File: config.mk
export PLATFORM = sky130hd
export DESIGN_NAME = whack_judge
export DESIGN_NICKNAME = d
export VERILOG_FILES = /design/src/rtl/whack_judge_pkg.sv /design/src/rtl/whack_judge_edge_detect.sv /design/src/rtl/whack_judge.sv
export SDC_FILE = /design/constraint.sdc
export NUM_CORES = 1
export LEC_CHECK = 0
export ABC_AREA = 1
export BUFFER_PORTS_ARGS = -buffer_cell sky130_fd_sc_hd__buf_2
export CELL_PAD_IN_SITES_DETAIL_PLACEMENT = 1
export CELL_PAD_IN_SITES_GLOBAL_PLACEMENT = 1
export CORE_MARGIN = 2
export CORE_UTILIZATION = 39
export CTS_BUF_LIST = sky130_fd_sc_hd__clkbuf_16
export CTS_CLUSTER_SIZE = 40
export DETAILED_ROUTE_END_ITERATION = 10
export MAX_ROUTING_LAYER = met4
export PLACE_DENSITY = 0.87
export SLEW_MARGIN = 40
export SYNTH_ARGS = -nofsm -noshare
export SYNTH_HDL_FRONTEND = slang
export SYNTH_HIERARCHICAL = 1
export SYNTH_SLANG_ARGS = --single-unit
export TNS_END_PERCENT = 10
File: constraint.sdc
create_clock -name i_clk -period 1.9 [get_ports i_clk]
set_input_delay 0.38 -clock i_clk [delete_from_list [all_inputs] [get_ports i_clk]]
set_output_delay 0.38 -clock i_clk [all_outputs]
set_load 0.01 [all_outputs]
File: src/rtl/whack_judge_pkg.sv
// Shared definitions for the whack-a-mole game blocks: state codes, hole geometry,
// and the two-digit BCD score helpers.
package whack_judge_pkg;

    localparam int unsigned POS_W     = 3;
    localparam int unsigned NUM_HOLES = 5;
    localparam int unsigned NO_MOLE   = 5;
    localparam int unsigned STATE_W   = 2;
    localparam int unsigned LIVES_W   = 2;
    localparam int unsigned DIGIT_W   = 4;

    typedef enum logic [STATE_W-1:0] {
        ST_IDLE  = 2'd0,
        ST_WAIT  = 2'd1,
        ST_ARMED = 2'd2,
        ST_OVER  = 2'd3
    } state_e;

    typedef struct packed {
        logic [DIGIT_W-1:0] tens;
        logic [DIGIT_W-1:0] ones;
    } bcd2_t;

    // One-hot hole mask for a valid mole position.
    function automatic logic [NUM_HOLES-1:0] hole_onehot(input logic [POS_W-1:0] pos);
        logic [NUM_HOLES-1:0] one;
        one = NUM_HOLES'(1);
        return one << pos;
    endfunction

    // Two-digit BCD increment; callers guarantee the value is below the saturation point.
    function automatic bcd2_t bcd_inc(input bcd2_t v);
        bcd2_t r;
        if (v.ones == DIGIT_W'(9)) begin
            r.ones = '0;
            r.tens = v.tens + DIGIT_W'(1);
        end else begin
            r.ones = v.ones + DIGIT_W'(1);
            r.tens = v.tens;
        end
        return r;
    endfunction

endpackage

File: src/rtl/whack_judge_edge_detect.sv
// Rising-edge detector: one registered copy of the input and a combinational rise mask.
module edge_detect #(
    parameter int unsigned W = 1
) (
    input  logic         i_clk,
    input  logic         i_rst,
    input  logic [W-1:0] i_level,
    output logic [W-1:0] rise_c
);

    logic [W-1:0] prev_q;
    logic [W-1:0] prev_d;

    always_comb begin
        prev_d = i_level;
        rise_c = i_level & ~prev_q;
    end

    always_ff @(posedge i_clk or posedge i_rst) begin
        if (i_rst) begin
            prev_q <= '0;
        end else begin
            prev_q <= prev_d;
        end
    end

endmodule

File: src/rtl/whack_judge.sv
// Game-rule stage: judges button presses against the mole position, keeps the BCD
// score and lives, and requests new mole positions from the placer.
module whack_judge
    import whack_judge_pkg::*;
#(
    parameter int unsigned LIVES     = 3,
    parameter int unsigned SCORE_MAX = 99
) (
    input  logic                 i_clk,
    input  logic                 i_rst,
    input  logic                 i_start,
    input  logic [NUM_HOLES-1:0] i_buttons,
    input  logic [POS_W-1:0]     i_mole_position,
    input  logic                 i_position_changed,
    output logic                 o_change_position,
    output logic                 o_hit,
    output logic                 o_miss,
    output logic [DIGIT_W-1:0]   o_score_tens,
    output logic [DIGIT_W-1:0]   o_score_ones,
    output logic [LIVES_W-1:0]   o_lives,
    output logic [STATE_W-1:0]   o_state
);

    localparam logic [LIVES_W-1:0] LIVES_INIT = LIVES_W'(LIVES);
    localparam logic [DIGIT_W-1:0] MAX_TENS   = DIGIT_W'(SCORE_MAX / 10);
    localparam logic [DIGIT_W-1:0] MAX_ONES   = DIGIT_W'(SCORE_MAX % 10);

    state_e               state_q, state_d;
    bcd2_t                score_q, score_d;
    logic [LIVES_W-1:0]   lives_q, lives_d;
    logic                 hit_q, hit_d;
    logic                 miss_q, miss_d;
    logic                 chg_q, chg_d;

    logic [NUM_HOLES-1:0] press_c;
    logic [0:0]           start_rise_c;

    edge_detect #(.W(NUM_HOLES)) u_btn_edge (
        .i_clk   (i_clk),
        .i_rst   (i_rst),
        .i_level (i_buttons),
        .rise_c  (press_c)
    );

    edge_detect #(.W(1)) u_start_edge (
        .i_clk   (i_clk),
        .i_rst   (i_rst),
        .i_level (i_start),
        .rise_c  (start_rise_c)
    );

    // Judging events for this cycle, in the ARMED priority order.
    logic armed_c, mole_valid_c, game_start_c;
    logic escape_c, hit_ev_c, wrong_ev_c, lose_ev_c, last_life_c, score_max_c;

    always_comb begin
        armed_c      = (state_q == ST_ARMED);
        mole_valid_c = (i_mole_position < POS_W'(NO_MOLE));
        game_start_c = start_rise_c[0] && (state_q == ST_IDLE || state_q == ST_OVER);
        escape_c     = armed_c && i_position_changed;
        hit_ev_c     = armed_c && !i_position_changed && mole_valid_c
                       && (press_c == hole_onehot(i_mole_position));
        wrong_ev_c   = armed_c && !i_position_changed && mole_valid_c
                       && (press_c != '0) && !hit_ev_c;
        lose_ev_c    = escape_c || wrong_ev_c;
        last_life_c  = (lives_q <= LIVES_W'(1));
        score_max_c  = (score_q.tens == MAX_TENS) && (score_q.ones == MAX_ONES);
    end

    always_ff @(posedge i_clk or posedge i_rst) begin
        if (i_rst) begin
            state_q <= ST_IDLE;
        end else begin
            state_q <= state_d;
        end
    end

    always_comb begin
        state_d = state_q;
        unique case (state_q)
            ST_IDLE, ST_OVER: begin
                if (game_start_c) state_d = ST_WAIT;
            end
            ST_WAIT: begin
                if (i_position_changed) state_d = ST_ARMED;
            end
            ST_ARMED: begin
                if (lose_ev_c && last_life_c) begin
                    state_d = ST_OVER;
                end else if (hit_ev_c) begin
                    state_d = ST_WAIT;
                end
            end
            default: state_d = ST_IDLE;
        endcase
    end

    // Pulses, score and lives; all registered one cycle after the judged event.
    always_comb begin
        hit_d   = 1'b0;
        miss_d  = 1'b0;
        chg_d   = 1'b0;
        score_d = score_q;
        lives_d = lives_q;
        if (game_start_c) begin
            chg_d   = 1'b1;
            score_d = '0;
            lives_d = LIVES_INIT;
        end else if (hit_ev_c) begin
            hit_d = 1'b1;
            chg_d = 1'b1;
            if (!score_max_c) score_d = bcd_inc(score_q);
        end else if (lose_ev_c) begin
            miss_d  = 1'b1;
            lives_d = last_life_c ? '0 : lives_q - LIVES_W'(1);
        end
    end

    always_ff @(posedge i_clk or posedge i_rst) begin
        if (i_rst) begin
            hit_q   <= 1'b0;
            miss_q  <= 1'b0;
            chg_q   <= 1'b0;
            score_q <= '0;
            lives_q <= LIVES_INIT;
        end else begin
            hit_q   <= hit_d;
            miss_q  <= miss_d;
            chg_q   <= chg_d;
            score_q <= score_d;
            lives_q <= lives_d;
        end
    end

    always_comb begin
        o_hit             = hit_q;
        o_miss            = miss_q;
        o_change_position = chg_q;
        o_score_tens      = score_q.tens;
        o_score_ones      = score_q.ones;
        o_lives           = lives_q;
        o_state           = state_q;
    end

endmodule

==> flow_summary.toml <==
[outcome]
outcome = "finished clean"

[die]
die_area_um2 = 3770
die_w_um = 61.40
floorplan.core_area_um2 = 3103
rows = 20
floorplan.die.height_um = 61.40
boundaryPins = 27
start_util = 0.4141

[sta]
final-hold-violation-count = 0
post-route-period-util = 0.9163
setup_total_negative_slack_ns = 0
worst_slew_margin_rel = 0.5906
holdWs_ns = 0.2423
finalSetupViolCount = 0
timing_max_transition_violations_final = 0
clock.fmax_ghz = 0.5744
clock-skew-final_ns = 0.005665
worstMarginPinSlew_ns = 0.6134
rsz_0062_raised_after_global_routing = "false"
timing.final.crit_period_ns = 1.741

[worst_setup_path]
cp_data_arrival_time_ns = 1.87
reg2reg_setup_slack_ns = 0.16
setup.worst_path.start_class = "register"
r2r-start = "o_state[0]"
sequence_of_cells_on_the_critical_path = "inv_1 > ha_2 > nand2_1 > inv_1 > nor2_1 > nand3b_2 > nand2_1 > o21ai_1"
cp.required_ns = 2.03
critical_path_class = "reg2reg"
timing.reg2reg.worst_path_depth = 8
slowest_stage = "sky130_fd_sc_hd__dfrtp_1"
delay_of_the_slowest_cell_on_the_worst_path_ns = 0.39
worstReg2RegEnd = "o_score_tens[2]"
cp-end-kind = "register"
critical_path_peak_fanout = 6

[synthesis]
synth-async-reset-ratio = 1.000
yosys-top-cells-count = "sky130_fd_sc_hd__nand2_1, sky130_fd_sc_hd__inv_1, sky130_fd_sc_hd__dfrtp_1"
synthDominantAreaCellType = "sky130_fd_sc_hd__dfrtp_1"
syn_nets = 181
synth-seq-area-share = 0.4109
synth_area_leaders = "sky130_fd_sc_hd__dfrtp_1, sky130_fd_sc_hd__nand2_1, sky130_fd_sc_hd__inv_1"
synth_edf_count = 0
synth-main-ff-cell = "sky130_fd_sc_hd__dfrtp_1"
mapped_avg_cell_area_um2 = 7.883
most_frequent_cell_after_synthesis = "sky130_fd_sc_hd__nand2_1"
yosys.area.top_type_share = 0.3700
yosys_warnings = 6
ys_types = 26
synth_cells = 163
netlist_area_um2 = 1285
postSynthRegisterBits = 21

[min_path]
hold-path-cell-count = 1
timing.hold.worst.class = "in2reg"
holdPathEnd = "u_btn_edge/prev_q[4]"
worstHoldStart = "i_buttons[4]"

[place]
place.detailed.hpwl_mm = 2.509
gp_routability_congestion = 0.8560
portBuffers = 26

[cts]
tritoncts = "yes"
cts_num_sinks = 21
cts-buffers-inserted = 3
clk_root_buffer_cell = "sky130_fd_sc_hd__clkbuf_16"
clk-insertion-delay-late_ns = 0.25
cts_buffer_depth = 2
htree_levels = 1
clkSlewWorstSetupHoldPaths_ns = 0.06

[run]
maxCapViolations = 0

[finish]
share_of_post_route_cells_with_drive_strength_above_1 = 0.3231
insertedDiodeCount = 0
num-nets-final = 214
syn2layout_area_growth_pct = 22.69
filler_cell_count = 418

[pwr]
powerDensity_nw_per_um2 = 1106
p_leak_uw = 0.0008560
irDropWorstVdd_mv = 0.4926

[detailed_routing]
post_drt_via_cell_ratio = 4.883
totalWireLength_mm = 3.285
antenna_violating_nets_post_route = 0
routedWlPerCell_um = 13.74
drc_errors = 0
via_count = 1167
detail_route.iter0.violations = 23
firstDrtPassIters = 4

[grt]
first_global_vias = 1298
grt_start_max_net_pins = 16
gr-total-overflow = 0
global_route_wire_length_before_repair_mm = 5.706
antenna_found_initial = 0
gr-usage-all-layers = 0.2159
-- power by group --
part | total, uW | switching, uW | internal (uW) | leakage, uW
Combinational | 651 | 404 | 247 | 0.000549
Sequential | 652 | 92.5 | 560 | 0.000265
Clock | 440 | 159 | 280 | 0.0000423
-- routing by layer --
layer / up-vias / part of all wire / global-route usage
met5: - / 0 / -
met4: 0 / 0.028 / 0.09726
met3: 10 / 0.022 / 0.02311
met2: 31 / 0.54 / 0.3982
met1: 564 / 0.41 / 0.2303
li1: 562 / - / -
-- layout by cell type (no fill, tap or decap), drive strengths merged --
cell type     n
nand2        42
buf          27
xor2          1
clkbuf        3
inv          37
nor2         20
o21ai        13
nand3        10
dfstp         2
nor3b         1
a21oi         5
xnor2         1
o22ai         1
ha            6
nand3b        1
dfrtp        19
dlygate4sd3   1
nand4         2
nor3          3
-- worst max-delay path, delay by kind of cell, from the launching register on --
family / cells / cell delay, ns
flip-flops: 1 / 0.39
AO/OA/AOI/OAI: 1 / 0.06
buffers and inverters: 2 / 0.23
adder cells (fa/ha/maj): 1 / 0.33
AND/OR/NAND/NOR: 4 / 0.60
-- worst max-delay path by stage --
stage / startpoint / endpoint / slack (ns) / cells after the start
after floorplan: o_state[0] / o_score_ones[3] / 0.31 / 8
after global placement: o_state[0] / o_score_ones[2] / 0.20 / 11
after detailed placement: o_state[0] / o_score_ones[3] / 0.14 / 11
after CTS: o_state[0] / o_score_ones[2] / 0.11 / 12
after global routing: o_state[0] / o_state[0] / 0.005 / 14
final: o_state[0] / o_score_tens[2] / 0.16 / 8
-- cells by family (layout without fill, tap and decap cells) --
family / count (synthesis) / in the layout / synth area share
AND/OR/NAND/NOR: 79 / 79 / 0.3252
buffers and inverters: 36 / 68 / 0.1052
flip-flops: 21 / 21 / 0.4109
adder cells (fa/ha/maj): 6 / 6 / 0.05842
XOR/XNOR: 2 / 2 / 0.01363
AO/OA/AOI/OAI: 19 / 19 / 0.08666
-- state kept, by name (all words and copies together), names as in the netlist --
name,cells
u_btn_edge/prev_q,5
o_hit,1
o_miss,1
o_lives,2
u_start_edge/prev_q,1
o_score_tens,4
o_state,2
o_score_ones,4
o_change_position,1
-- cell type report --
cell class | count | area [um^2] | area share
sequential | 21 | 528.0 | 0.3349
multi-input combinational | 106 | 631.9 | 0.4008
inverter | 36 | 135.1 | 0.08571
clock inverter | 1 | 3.754 | 0.002381
clock buffer | 3 | 75.07 | 0.04762
timing repair buffer | 28 | 147.6 | 0.09365
tap | 44 | 55.05 | 0.03492
-- repair_timing --
| item | CTS | global route |
|---|---|---|
| endpoints found under the setup margin | 0 | 9 |
| endpoints found under the hold margin | 1 | 0 |
| gates resized for setup | 0 | 3 |
| setup buffers | 0 | 0 |
| hold buffers | 1 | 0 |
-- stage by stage --
stage	worst slack (ns)	total power, uW	utilization	std cells	cell area (um^2)
floorplan	0.3127	1067	-	163	1285
global placement	0.2026	1244	0.4762	234	1478
detailed placement	0.1439	1302	0.4762	234	1478
CTS	0.1093	1758	0.5048	239	1567
global route	0.004889	1894	0.5081	239	1577
finish	0.1590	1743	0.5081	239	1577
Note: power is estimated with default switching activity, not from simulation.
